`config.mk`:
```
export PLATFORM = sky130hd
export DESIGN_NAME = i2c_req_arbiter
export DESIGN_NICKNAME = d
export VERILOG_FILES = /design/src/rtl/i2c_req_arbiter.sv
export SDC_FILE = /design/constraint.sdc
export NUM_CORES = 1
export LEC_CHECK = 0
export ABC_AREA = 1
export CORE_ASPECT_RATIO = 0.9
export CORE_UTILIZATION = 46
export DETAILED_ROUTE_END_ITERATION = 10
export PLACE_DENSITY = 0.9
export SLEW_MARGIN = 20
export SYNTH_ARGS = -nofsm -noshare
export SYNTH_HDL_FRONTEND = slang
export SYNTH_SLANG_ARGS = --single-unit
```
`constraint.sdc`:
```
create_clock -name SYSTEM_CLK -period 2.9 [get_ports SYSTEM_CLK]
set_input_delay 0.58 -clock SYSTEM_CLK [delete_from_list [all_inputs] [get_ports SYSTEM_CLK]]
set_output_delay 0.58 -clock SYSTEM_CLK [all_outputs]
set_load 0.005 [all_outputs]
```
`src/rtl/i2c_req_arbiter.sv`:
```
// Three-requester round-robin arbiter in front of a single I2C master.
// Latches the winner's command, hands it to the master and reports completion back.
module i2c_req_arbiter #(
  parameter int TIMEOUT_CYC = 4095
) (
  input  logic        SYSTEM_CLK,
  input  logic        RESETn,
  input  logic [2:0]  req,
  input  logic [2:0]  req_rw,
  input  logic [23:0] req_addr,
  input  logic [23:0] req_offset,
  input  logic [23:0] req_wdata,
  output logic [2:0]  gnt,
  output logic [2:0]  done,
  output logic [2:0]  err,
  output logic [7:0]  rd_data,
  output logic        m_start,
  output logic        m_read,
  output logic        m_write,
  output logic [7:0]  m_address,
  output logic [7:0]  m_offset,
  output logic [7:0]  m_wdata,
  input  logic        m_done,
  input  logic        m_ack_err,
  input  logic [7:0]  m_rdata
);

  typedef enum logic [1:0] {S_IDLE, S_START, S_WAIT, S_FIN} state_t;

  // Counter value during the last permitted WAIT cycle.
  localparam logic [11:0] TO_LAST = 12'(TIMEOUT_CYC - 1);

  state_t      state, state_nxt;
  logic [1:0]  winner, last_winner, pick;
  logic        rw_q, status;
  logic [11:0] cnt;
  logic [2:0]  winner_oh;
  logic        granted, timeout;

  // Search starts just after the previous winner and wraps modulo 3.
  function automatic logic [1:0] rr_pick(input logic [2:0] r, input logic [1:0] last);
    logic [1:0] idx;
    logic       found;
    rr_pick = 2'd0;
    found   = 1'b0;
    idx     = last;
    for (int k = 0; k < 3; k++) begin
      idx = (idx == 2'd2) ? 2'd0 : idx + 2'd1;
      if (r[idx] && !found) begin
        rr_pick = idx;
        found   = 1'b1;
      end
    end
  endfunction

  assign pick      = rr_pick(req, last_winner);
  assign winner_oh = 3'b001 << winner;
  assign granted   = (state == S_START) || (state == S_WAIT);
  assign timeout   = (cnt == TO_LAST);

  // NOTE: every signal driven in always_comb gets a default first so no latch is inferred.
  always_comb begin
    state_nxt = state;
    case (state)
      S_IDLE:  if (|req) state_nxt = S_START;
      S_START: state_nxt = S_WAIT;
      S_WAIT:  if (m_done || timeout) state_nxt = S_FIN;
      S_FIN:   state_nxt = S_IDLE;
      default: state_nxt = S_IDLE;
    endcase
  end

  // NOTE: sequential state uses non-blocking assignments so all registers update together.
  always_ff @(posedge SYSTEM_CLK or negedge RESETn) begin
    if (!RESETn) begin
      state       <= S_IDLE;
      winner      <= 2'd0;
      last_winner <= 2'd2;
      rw_q        <= 1'b0;
      status      <= 1'b0;
      cnt         <= '0;
      rd_data     <= 8'h00;
      m_address   <= 8'h00;
      m_offset    <= 8'h00;
      m_wdata     <= 8'h00;
    end else begin
      state <= state_nxt;
      case (state)
        S_IDLE: begin
          cnt <= '0;
          if (|req) begin
            winner    <= pick;
            rw_q      <= req_rw[pick];
            m_address <= {req_addr[{pick, 3'b000} + 5'd1 +: 7], req_rw[pick]};
            m_offset  <= req_offset[{pick, 3'b000} +: 8];
            m_wdata   <= req_wdata[{pick, 3'b000} +: 8];
          end
        end
        S_WAIT: begin
          cnt <= cnt + 12'd1;
          // m_done wins over a coincident timeout.
          if (m_done) begin
            status <= m_ack_err;
            if (rw_q && !m_ack_err) rd_data <= m_rdata;
          end else if (timeout) begin
            status <= 1'b1;
          end
        end
        S_FIN:   last_winner <= winner;
        default: ;
      endcase
    end
  end

  assign gnt     = granted ? winner_oh : 3'b000;
  assign done    = (state == S_FIN) ? winner_oh : 3'b000;
  assign err     = (state == S_FIN && status) ? winner_oh : 3'b000;
  assign m_start = (state == S_START);
  assign m_read  = granted && rw_q;
  assign m_write = granted && !rw_q;

endmodule

```
# Word level (Yosys, flattened, before mapping)
# Cells that the tools add are included.
# op_classes
n_eq_ne,9
shift,4
n_lt_le_gt_ge,4
addsub,5
muxes,25
reduce_logical,20
# op_table
op,count
$shiftx 24x6->8,2
$pmux 12 s2,1
$shiftx 24x6->7,1
$mux 2,8
$add 12x1->12 const B,1
$eq 12x12->1 const B,1
$lt 2x3->1 const B,4
$eq 2x2->1 const B,5
$mux 3,3
$bmux 1 s2,4
$mux 1,8
$pmux 2 s4,1
$add 2x1->2 const B,3
$logic_and 1x1->1,6
$reduce_and 2->1,3
$add 5x1->5 const B,1
$logic_not 1->1,4
$reduce_bool 2->1,2
$reduce_and 3->1,1
$reduce_or 3->1,1
$shl 1x2->3 const A,1
$eq 2x1->1 const B,1
$logic_not 2->1,1
$logic_or 1x1->1,2
2 further kinds,2
# word_totals
wordCells,77
out_inout_bits,44
reg_bits,52

# Logic depth before layout (Yosys ltp)
# logic_depth
depth_word,13
ltp_mapped,13
mapped_depth_nobuf,12

# Least setup slack after synthesis
# OpenSTA, ideal clock, no wires.
# synth_timing
kind,input-to-reg
startpoint,input req[0]
endpoint,register m_offset[3]
setup_slack_ns,1.204
cell_stages,11
arrival_time_ns,1.571
n_path_buf,1
cell_sequence,nor3_1 > nor2_4 > nand2_1 > nand2_1 > nand2_4 > nand2_4 > buf_4 > nand2_1 > nand2_1 > nand2_1 > nand3_1
# synth_via
elab_chain_cells,10
elab_cells_between_ends,18
# synth_lines
element,line,text
from (decl),8,"input logic [2:0] req,"
$bmux 1 s2,49,if (r[idx] && !found) begin
$mux 1 (implied by the code),49,
$mux 1,49,
$logic_not 1->1,49,
$logic_and 1x1->1,49,
$mux 1,49,
$logic_not 1->1,49,
$logic_and 1x1->1,49,
$mux 2,49,
$shiftx 24x6->8,95,"m_offset <= req_offset[{pick, 3'b000} +: 8];"
to (signal assigned),95,
to (decl),21,"output logic [7:0] m_offset,"
# Several ways; a longest one is shown, not always the timed one. The select of a mux whose other input is x is not followed.
# A chain may end at the register's enable or synchronous reset.

# Final worst setup path
# layout_timing
startpoint,register state[0]
endpoint,output gnt[2]
# layout_via
elab_chain_cells,3
elab_cells_between_ends,4
# layout_lines
element,line,text
from (decl),33,"state_t state, state_nxt;"
from (signal assigned),87,state <= state_nxt;
$eq 2x1->1 or $eq 2x2->1 (tied branches),58,assign granted = (state == S_START) || (state == S_WAIT);
$logic_or 1x1->1 *,58,
$mux 3 *,115,assign gnt = granted ? winner_oh : 3'b000;
to (decl),13,"output logic [2:0] gnt,"
# Every way passes the cells marked *; elsewhere a longest branch is shown, timed or not.

==> impl_metrics.ini <==
[status]
status = completed

[clocking]
numCtsBuffers = 5
clock_sinks = 51
postCtsSetupBuffers = 0
cts_tree = yes
cts_root_buf = clkbuf_8
clk_pin_slew_ns = 0.10
cts-resized-gates = 0
clock_latency_ns = 0.31
h-tree-depth = 2
cts_buffer_depth = 2
cts-hold-fix-buffers = 0

[route]
drc_errors = 0
routedWlPerCell_um = 13.8
drtPass1Iterations = 4
antenna_left = 0
num_vias = 3352
dr.first_iter.drc_count = 183
viasPerCell = 5.20
routed_wl_mm = 8.91

[layout]
syn2layout_area_growth_pct = 47.2
fin_nets = 650
final_cell_area_mm2 = 0.00465
fin_cells = 645
drive_gt1_share_pct = 9.19
antennaDiodeCount = 0

[setup_path]
reg2reg_from = last_winner[1]
crit_chain = inv_1, ha_1, inv_1, nor2_1, clkdlybuf4s50_1
crit_arrival_ns = 1.80
crit_start = state[0]
cp-end-kind = primary output
rr_worst_depth = 10
crit_path_frequent_cell = inv_1
cp_max_fo = 5
reg2reg_to = m_address[1]
cp-start-kind = flop
crit_type = flop to primary output
endpoint = gnt[2]
required_ns = 2.32
reg2reg_slack_ns = 0.75
slowest_stage = clkdlybuf4s50_1
critical-path-max-stage-delay_ns = 0.50

[global_routing]
track_usage_pct = 25.7
grt_start_max_net_pins = 40
grt_pass1_vias = 3127
overflow = 0
grt_pass1_wl_mm = 14.1
antenna_found_initial = 0

[synth]
synthTopCellsByArea = dfrtp_1 (40%), nand2_1 (13%), nand3_1 (10%), inv_1 (6.7%), nor2_1 (4.0%)
synth_seq_cells = 51
synth_top_area_cell = dfrtp_1
synth_nets = 526
yosysWarnings = 0
synth_flop_cell = dfrtp_1
synth-seq-area-share_pct = 40.5
synthTopCellsByCount = nand2_1 (107), nand3_1 (65), inv_1 (56), dfrtp_1 (50), nor2_1 (34)
async_reset_ff_share_pct = 100
netlist_instances = 430
synth_cell_types = 33
synth_edf_count = 0
yosysMostFrequentCell = nand2_1
syn_avg_cell_area_um2 = 7.34
synth_area_mm2 = 0.00316
synth_top_cell_area_share_pct = 39.6

[placed_design]
hpwl_mm = 6.71
place_inst = 637
place_congestion = 0.851
io_buffers = 130
placed_area_mm2 = 0.00451

[pwr]
ir_drop_v = 0.000477
p_leak_nw = 2.25
p_per_area_mw_per_mm2 = 956

[sta]
min_period_ns = 2.38
grt_setup_unrepaired = false
tns_ns = 0
slew_headroom_pct = 59.6
finalMaxSlewViolations = 0
setup_viol = 0
fmaxAchievable_mhz = 419
fin_crit_sh_pct = 82.2
fin_skew_ns = 0.00792
final-hold-violation-count = 0
worst_slew_pin_slew_ns = 0.606

[die]
io_pins = 134
die-area_mm2 = 0.00720
row_count = 28
core-area_mm2 = 0.00662
initial_core_util_pct = 47.7
die_h_um = 80.6
die_w_um = 89.3

[worst_hold_path]
hold_class = input port to asynchronous set/reset pin

[run]
cap_violations = 0
how the worst min path moves through the flow:
stage            from     end  slack [ns]  cells after the start
2_1_floorplan  RESETn  cnt[0]        0.28                      0
3_3_place_gp   cnt[9]  cnt[9]        0.46                      1
3_5_place_dp   cnt[9]  cnt[9]        0.48                      1
4_1_cts        RESETn  cnt[4]        0.22                      1
5_1_grt        RESETn  cnt[6]        0.22                      1
6_report       RESETn  cnt[6]        0.20                      1
state kept, by name (all words and copies together), names as in the netlist:
register     count
cnt             12
last_winner      2
m_address        8
m_offset         8
m_wdata          8
rd_data          8
state            2
status           1
winner           2
final cells by class:
| cell class | count | area (um2) |
|---|---|---|
| Fill cell | 499 | 1970 |
| Multi-Input combinational cell | 294 | 1530 |
| Timing Repair Buffer | 136 | 1340 |
| Sequential cell | 51 | 1280 |
| Inverter | 66 | 248 |
| Tap cell | 90 | 113 |
| Clock inverter | 3 | 71.3 |
| Clock buffer | 5 | 68.8 |
through the flow:
stage                     total power (W)  hold slack, ns  util [%]  setup WS [ns]
after CTS                         0.00444           0.217      70.2          0.514
after floorplan                   0.00279           0.284         -           1.20
after detailed placement          0.00383           0.477      68.1          0.244
final                             0.00445           0.202      70.2          0.516
after global placement            0.00372           0.460      68.1          0.323
after global routing              0.00482           0.222      70.2          0.383
placed cells by master, fill, tap and decap left out, types with 2 or more instances in the layout:
cell and count:
a21oi_1 24, buf_4 6, bufinv_16 2, clkbuf_8 5, clkdlybuf4s50_1 129, dfrtp_1 50
ha_1 6, inv_1 56, inv_2 10, mux2_2 8, nand2_1 107, nand2_4 2
nand3_1 65, nand3_2 5, nand3_4 2, nand4_1 11, nor2_1 34, nor2_2 2
nor3_1 2, nor4_1 2, o21ai_0 11, o22ai_1 2
kinds of logic after synthesis:
| logic type | synth area share (%) |
|---|---|
| and+or+nand+nor | 35.4 |
| buffers and inverters | 11.1 |
| DFF | 40.5 |
| AOI/OAI and AO/OA | 7.49 |
| muxes | 3.17 |
| adders and majority gates | 2.38 |
layer usage:
metal	routed length (um)	share of wire, %	track usage [%]
met5	0	0	0
met4	139	1.6	9.37
met3	805	9.0	7.09
met2	4300	48	42.5
met1	3670	41	31.8
worst max-delay path, delay by kind of cell (launching register included):
kind	cells	cell delay, ns
buffers and inverters	3	0.69
DFF	1	0.39
and+or+nand+nor	1	0.12
adders and majority gates	1	0.30
where the power goes:
| group | leakage (nW) | switching, W | internal, W |
|---|---|---|---|
| clock network | 0.0703 | 0.000256 | 0.000350 |
| registers | 0.626 | 0.000205 | 0.00101 |
| logic | 1.56 | 0.00146 | 0.00117 |
Note: power is estimated with default switching activity, not from simulation.
